## config.mk

```make
export PLATFORM = sky130hd
export DESIGN_NAME = sonar_capture_sequencer
export DESIGN_NICKNAME = d
export VERILOG_FILES = /design/src/rtl/sonar_capture_sequencer.sv
export SDC_FILE = /design/constraint.sdc
export NUM_CORES = 1
export LEC_CHECK = 0
export ABC_AREA = 0
export CAP_MARGIN = 30
export CORE_MARGIN = 10
export CORE_UTILIZATION = 46
export CTS_CLUSTER_DIAMETER = 30
export DETAILED_ROUTE_END_ITERATION = 7
export PLACE_DENSITY = 0.81
export SLEW_MARGIN = 15
export SYNTH_ARGS = -nofsm -noshare
export SYNTH_HDL_FRONTEND = slang
export SYNTH_SLANG_ARGS = --single-unit
```

## constraint.sdc

```tcl
create_clock -name clk -period 1.6 [get_ports clk]
set_clock_uncertainty 0.1 [all_clocks]
set_input_delay 0.24 -clock clk [delete_from_list [all_inputs] [get_ports clk]]
set_output_delay 0.24 -clock clk [all_outputs]
set_load 0.005 [all_outputs]
```

## src/rtl/sonar_capture_sequencer.sv

```systemverilog
// ---------------------------------------------------------------------------
// sonar_capture_sequencer
//
// Sequences ADC sample capture into a ping-pong (dual-bank) sample RAM that
// feeds the LCD trace renderer. One bank is filled while the display reads
// the other. Banks swap only on a display frame boundary, so the renderer
// never reads the bank being written. A hysteretic rising-edge trigger is
// searched for in every capture and its position is published with the
// read bank.
//
// Ports:
//   clk           system clock, all logic on the rising edge
//   rst           synchronous reset, active-high
//   sample_valid  one-cycle strobe, new ADC sample present
//   sample        unsigned ADC sample, valid with sample_valid
//   frame_start   one-cycle pulse at display frame start
//   wr_en         RAM write enable (one cycle after an accepted strobe)
//   wr_addr       {write bank, in-bank address}
//   wr_data       RAM write data
//   rd_bank       bank the display reads (complement of the write bank)
//   trig_pos      trigger address inside the rd_bank capture
//   trig_found    1 = trig_pos is a real trigger, 0 = default PRETRIG
//   drop_cnt      saturating count of samples dropped while awaiting a swap
// ---------------------------------------------------------------------------
module sonar_capture_sequencer #(
   parameter int unsigned ADDR_W  = 11,
   parameter int unsigned DATA_W  = 8,
   parameter int unsigned PRETRIG = 400,
   parameter int unsigned THRESH  = 128,
   parameter int unsigned HYST    = 16
) (
   input  logic              clk,
   input  logic              rst,
   input  logic              sample_valid,
   input  logic [DATA_W-1:0] sample,
   input  logic              frame_start,
   output logic              wr_en,
   output logic [ADDR_W:0]   wr_addr,
   output logic [DATA_W-1:0] wr_data,
   output logic              rd_bank,
   output logic [ADDR_W-1:0] trig_pos,
   output logic              trig_found,
   output logic [7:0]        drop_cnt
);

   // One extra bit so THRESH may equal 2^DATA_W without wrapping.
   localparam int unsigned CMP_W   = DATA_W + 1;
   // Re-arm level saturates at zero when HYST exceeds THRESH.
   localparam int unsigned ARM_LVL = (THRESH > HYST) ? (THRESH - HYST) : 0;

   localparam logic [CMP_W-1:0]  THRESH_C  = CMP_W'(THRESH);
   localparam logic [CMP_W-1:0]  ARM_C     = CMP_W'(ARM_LVL);
   localparam logic [ADDR_W-1:0] PRETRIG_A = ADDR_W'(PRETRIG);
   localparam logic [ADDR_W-1:0] ADDR_MAX  = '1;
   localparam logic [7:0]        DROP_MAX  = 8'hFF;

   typedef enum logic {
      S_FILL,
      S_WAIT
   } state_t;

   state_t              state_q, state_n;
   logic                wbank_q, wbank_n;
   logic [ADDR_W-1:0]   addr_q, addr_n;
   logic                armed_q, armed_n;
   logic                pend_found_q, pend_found_n;
   logic [ADDR_W-1:0]   pend_pos_q, pend_pos_n;

   logic                wr_en_n;
   logic [ADDR_W:0]     wr_addr_n;
   logic [DATA_W-1:0]   wr_data_n;
   logic                rd_bank_n;
   logic [ADDR_W-1:0]   trig_pos_n;
   logic                trig_found_n;
   logic [7:0]          drop_cnt_n;

   logic [CMP_W-1:0]    samp_ext;

   assign samp_ext = {1'b0, sample};

   // State and output registers.
   always_ff @(posedge clk) begin
      if (rst) begin
         state_q      <= S_FILL;
         wbank_q      <= 1'b0;
         addr_q       <= '0;
         armed_q      <= 1'b0;
         pend_found_q <= 1'b0;
         pend_pos_q   <= '0;
         wr_en        <= 1'b0;
         wr_addr      <= '0;
         wr_data      <= '0;
         rd_bank      <= 1'b1;
         trig_pos     <= PRETRIG_A;
         trig_found   <= 1'b0;
         drop_cnt     <= 8'd0;
      end else begin
         state_q      <= state_n;
         wbank_q      <= wbank_n;
         addr_q       <= addr_n;
         armed_q      <= armed_n;
         pend_found_q <= pend_found_n;
         pend_pos_q   <= pend_pos_n;
         wr_en        <= wr_en_n;
         wr_addr      <= wr_addr_n;
         wr_data      <= wr_data_n;
         rd_bank      <= rd_bank_n;
         trig_pos     <= trig_pos_n;
         trig_found   <= trig_found_n;
         drop_cnt     <= drop_cnt_n;
      end
   end

   // Next-state, capture, trigger search and bank swap.
   always_comb begin
      state_n      = state_q;
      wbank_n      = wbank_q;
      addr_n       = addr_q;
      armed_n      = armed_q;
      pend_found_n = pend_found_q;
      pend_pos_n   = pend_pos_q;
      wr_en_n      = 1'b0;
      wr_addr_n    = wr_addr;
      wr_data_n    = wr_data;
      rd_bank_n    = rd_bank;
      trig_pos_n   = trig_pos;
      trig_found_n = trig_found;
      drop_cnt_n   = drop_cnt;

      case (state_q)
         S_FILL: begin
            // frame_start is deliberately ignored while filling.
            if (sample_valid) begin
               wr_en_n   = 1'b1;
               wr_addr_n = {wbank_q, addr_q};
               wr_data_n = sample;

               // Address parks at the top of the bank until the swap.
               if (addr_q == ADDR_MAX) begin
                  state_n = S_WAIT;
               end else begin
                  addr_n = addr_q + ADDR_W'(1);
               end

               // Hysteretic edge: low sample arms, armed crossing fires.
               // A crossing before PRETRIG still consumes the arm.
               if (samp_ext < ARM_C) begin
                  armed_n = 1'b1;
               end else if (armed_q && (samp_ext >= THRESH_C)) begin
                  armed_n = 1'b0;
                  if ((addr_q >= PRETRIG_A) && !pend_found_q) begin
                     pend_found_n = 1'b1;
                     pend_pos_n   = addr_q;
                  end
               end
            end
         end

         S_WAIT: begin
            if (frame_start) begin
               // Swap: publish the finished bank and its trigger. A
               // coincident strobe is dropped without being counted.
               wbank_n      = ~wbank_q;
               rd_bank_n    = wbank_q;
               trig_pos_n   = pend_found_q ? pend_pos_q : PRETRIG_A;
               trig_found_n = pend_found_q;
               pend_found_n = 1'b0;
               armed_n      = 1'b0;
               addr_n       = '0;
               drop_cnt_n   = 8'd0;
               state_n      = S_FILL;
            end else if (sample_valid && (drop_cnt != DROP_MAX)) begin
               drop_cnt_n = drop_cnt + 8'd1;
            end
         end

         default: begin
            state_n = S_FILL;
         end
      endcase
   end

endmodule

```

==> impl_metrics.json <==
{
  "route.antenna.remaining_nets": 0,
  "grt_pass1_wl_um": 10800,
  "grt_setup_unrepaired": "yes",
  "io_pins": 54,
  "synth_edf_count": 0,
  "crit_path_start": "drop_cnt[4]",
  "ys_types": 42,
  "finalHoldViolCount": 0,
  "tns_ns": 0,
  "critPathTopFamily": "buffers and inverters",
  "vias_per_cell": 5.42,
  "fp.dieW_um": 96.4,
  "grt_max_degree": 29,
  "max_freq_ghz": 0.645,
  "endpoint_kind": "output port",
  "maxCapViolCount": 0,
  "avgSynthCellArea_um2": 9.10,
  "drt_iter0_markers": 102,
  "yosysWarningCount": 0,
  "drive_gt1_share_pct": 19.3,
  "ys_ff_latch": 68,
  "area_growth_pct": 39.5,
  "critPathLaunchType": "register",
  "netlist_top_cells_area": "dfxtp_1 (51%), nand2_1 (7.3%), a21oi_1 (5.4%)",
  "die_y_um": 96.4,
  "synth_cells": 295,
  "timing.rr.end": "addr_q[7]",
  "crit_path_end": "drop_cnt[4]",
  "period_share_pct": 96.9,
  "required_ns": 1.26,
  "routabilityCongestion": 0.841,
  "setup_viol": 0,
  "rows": 27,
  "yosysSeqAreaShare_pct": 50.7,
  "powerDensity_nw_per_um2": 858,
  "cp_max_fo": 5,
  "synth_top_area_share_pct": 50.7,
  "ff2ff_path_depth": 5,
  "grt_usage_pct": 14.8,
  "crit-reg2reg-launch": "addr_q[10]",
  "clk_pin_slew_ns": 0.07,
  "hold_start": "sample[3]",
  "reg2reg_slack_ns": 0.07,
  "clock-sinks": 68,
  "drc_errors": 0,
  "cts-htree-levels": 3,
  "clock_latency_ns": 0.34,
  "synth_common_cells": "dfxtp_1 (68), nand2_1 (52), a21oi_1 (29)",
  "portBuffers": 53,
  "num_vias": 2437,
  "synth_top_area_cell": "dfxtp_1",
  "max_slew_margin_pct": 72.4,
  "coreArea_um2": 5570,
  "critPathArrivalTime_ns": 1.21,
  "hp-class": "in -> reg",
  "drt_pass1_iterations": 4,
  "tightest_slew_ns": 0.414,
  "synth_ff_type": "dfxtp_1",
  "antenna_found_initial": 0,
  "start_util_pct": 48.1,
  "postSynth.asyncResetShare_pct": 0,
  "fin_nets": 390,
  "ctsLongestPathBuffers": 2,
  "syn-num-nets": 310,
  "ctsHoldBuffers": 0,
  "max-vdd-ir-drop_v": 0.000462,
  "fin_crit_ns": 1.55,
  "cpPeakStageDelay_ns": 0.51,
  "cts_root_buffer": "clkbuf_8",
  "slowest_stage": "clkdlybuf4s50_1",
  "dieArea_um2": 9290,
  "routed_wl_um": 6810,
  "leakage_uw": 0.00147,
  "numCtsBuffers": 9,
  "path_cells": "clkdlybuf4s50_1",
  "n_antenna_cell": 0,
  "post-synth-top-count-cell": "dfxtp_1",
  "syn-cell-area_um2": 2680,
  "outcome": "complete, no violations",
  "postLayoutCoreUtil_pct": 67.2,
  "slew_violations": 0,
  "wire_per_inst_um": 15.1,
  "crit_buf_inv": 1,
  "grt_pass1_vias": 2385,
  "cp.depth": 1,
  "cts_tree": "yes",
  "overflow": 0,
  "dp_hpwl_um": 4880,
  "critPathKind": "reg -> out"
}
## registers in the layout (all words and copies together), names as in the netlist, 8 cells and up
signal	flops
drop_cnt	8
addr_q	11
wr_addr	12
trig_pos	11
pend_pos_q	11
wr_data	8
## kinds of logic (layout without fill, tap and decap cells)
logic type | count (synthesis) | count (layout) | share of synthesized area (%)
simple gates | 114 | 114 | 20.3
compound gates | 69 | 69 | 17.8
flops | 68 | 68 | 50.7
buf+inv | 24 | 107 | 3.87
mux | 9 | 9 | 3.36
xor+xnor | 8 | 8 | 2.61
fa+ha+maj | 3 | 3 | 1.40
## layout make-up
type / count / area, µm²
clock buffers: 11 / 131
clock inverters: 3 / 40.0
fillers: 452 / 1830
inverters: 3 / 11.3
multi-input cells: 203 / 1260
flip-flops and latches: 68 / 1390
well taps: 72 / 90.1
repair buffers: 90 / 827
## placed cells by master, fill, tap and decap left out, types with 4 or more instances in the layout
master | synthesis | layout
xor2_1 | 8 | 8
and3_1 | 6 | 6
dfxtp_1 | 68 | 53
mux2i_1 | 9 | 9
a31oi_1 | 5 | 5
buf_4 | 1 | 36
clkdlybuf4s50_1 | 0 | 46
nand2b_1 | 5 | 5
o21ai_0 | 4 | 4
o211ai_1 | 6 | 6
dlymetal6s2s_1 | 0 | 4
dfxtp_2 | 0 | 12
nand2_1 | 52 | 51
clkbuf_8 | 0 | 9
a22o_1 | 8 | 8
nor2_1 | 24 | 24
nand4_1 | 6 | 6
a21oi_1 | 29 | 29
## power breakdown
part | internal, µW | switching (µW) | total [µW]
logic | 99.9 | 99.7 | 200
registers | 1710 | 13.1 | 1720
clock network | 698 | 595 | 1290
## repair_timing
item / in CTS / in global routing
gates resized for setup: 11 / 21
setup endpoints to repair: 7 / 32
setup buffers: 0 / 1
cloned: 0 / 0
pin swaps: 0 / 4
## worst min-delay path by stage
stage / endpoint / slack (ns) / cells past startpoint
6_report: wr_data[3] / 0.34 / 3
5_1_grt: wr_data[2] / 0.37 / 3
4_1_cts: wr_data[3] / 0.34 / 3
3_5_place_dp: trig_found / 0.34 / 2
3_3_place_gp: trig_found / 0.33 / 2
2_1_floorplan: wr_data[0] / 0.28 / 2
## stage by stage
stage	instances	total power, µW	area (µm²)	hold WS [ns]	setup slack, ns
5_1_grt	450	3320	3740	0.367	-0.0288
6_report	450	3210	3740	0.339	0.0504
4_1_cts	449	3210	3680	0.339	0.000728
3_5_place_dp	435	1960	3490	0.342	-0.288
2_1_floorplan	295	1840	2680	0.276	0.119
3_3_place_gp	435	1950	3490	0.332	-0.247
## routing by layer
layer  vias up  track usage [%]  wire [µm]
met2        67             25.5       3380
met4         0             7.14        153
li1       1200                -          -
met3        14             4.93        418
met5         -                0          0
met1      1156             15.9       2860
(Power assumes the default switching activity.)
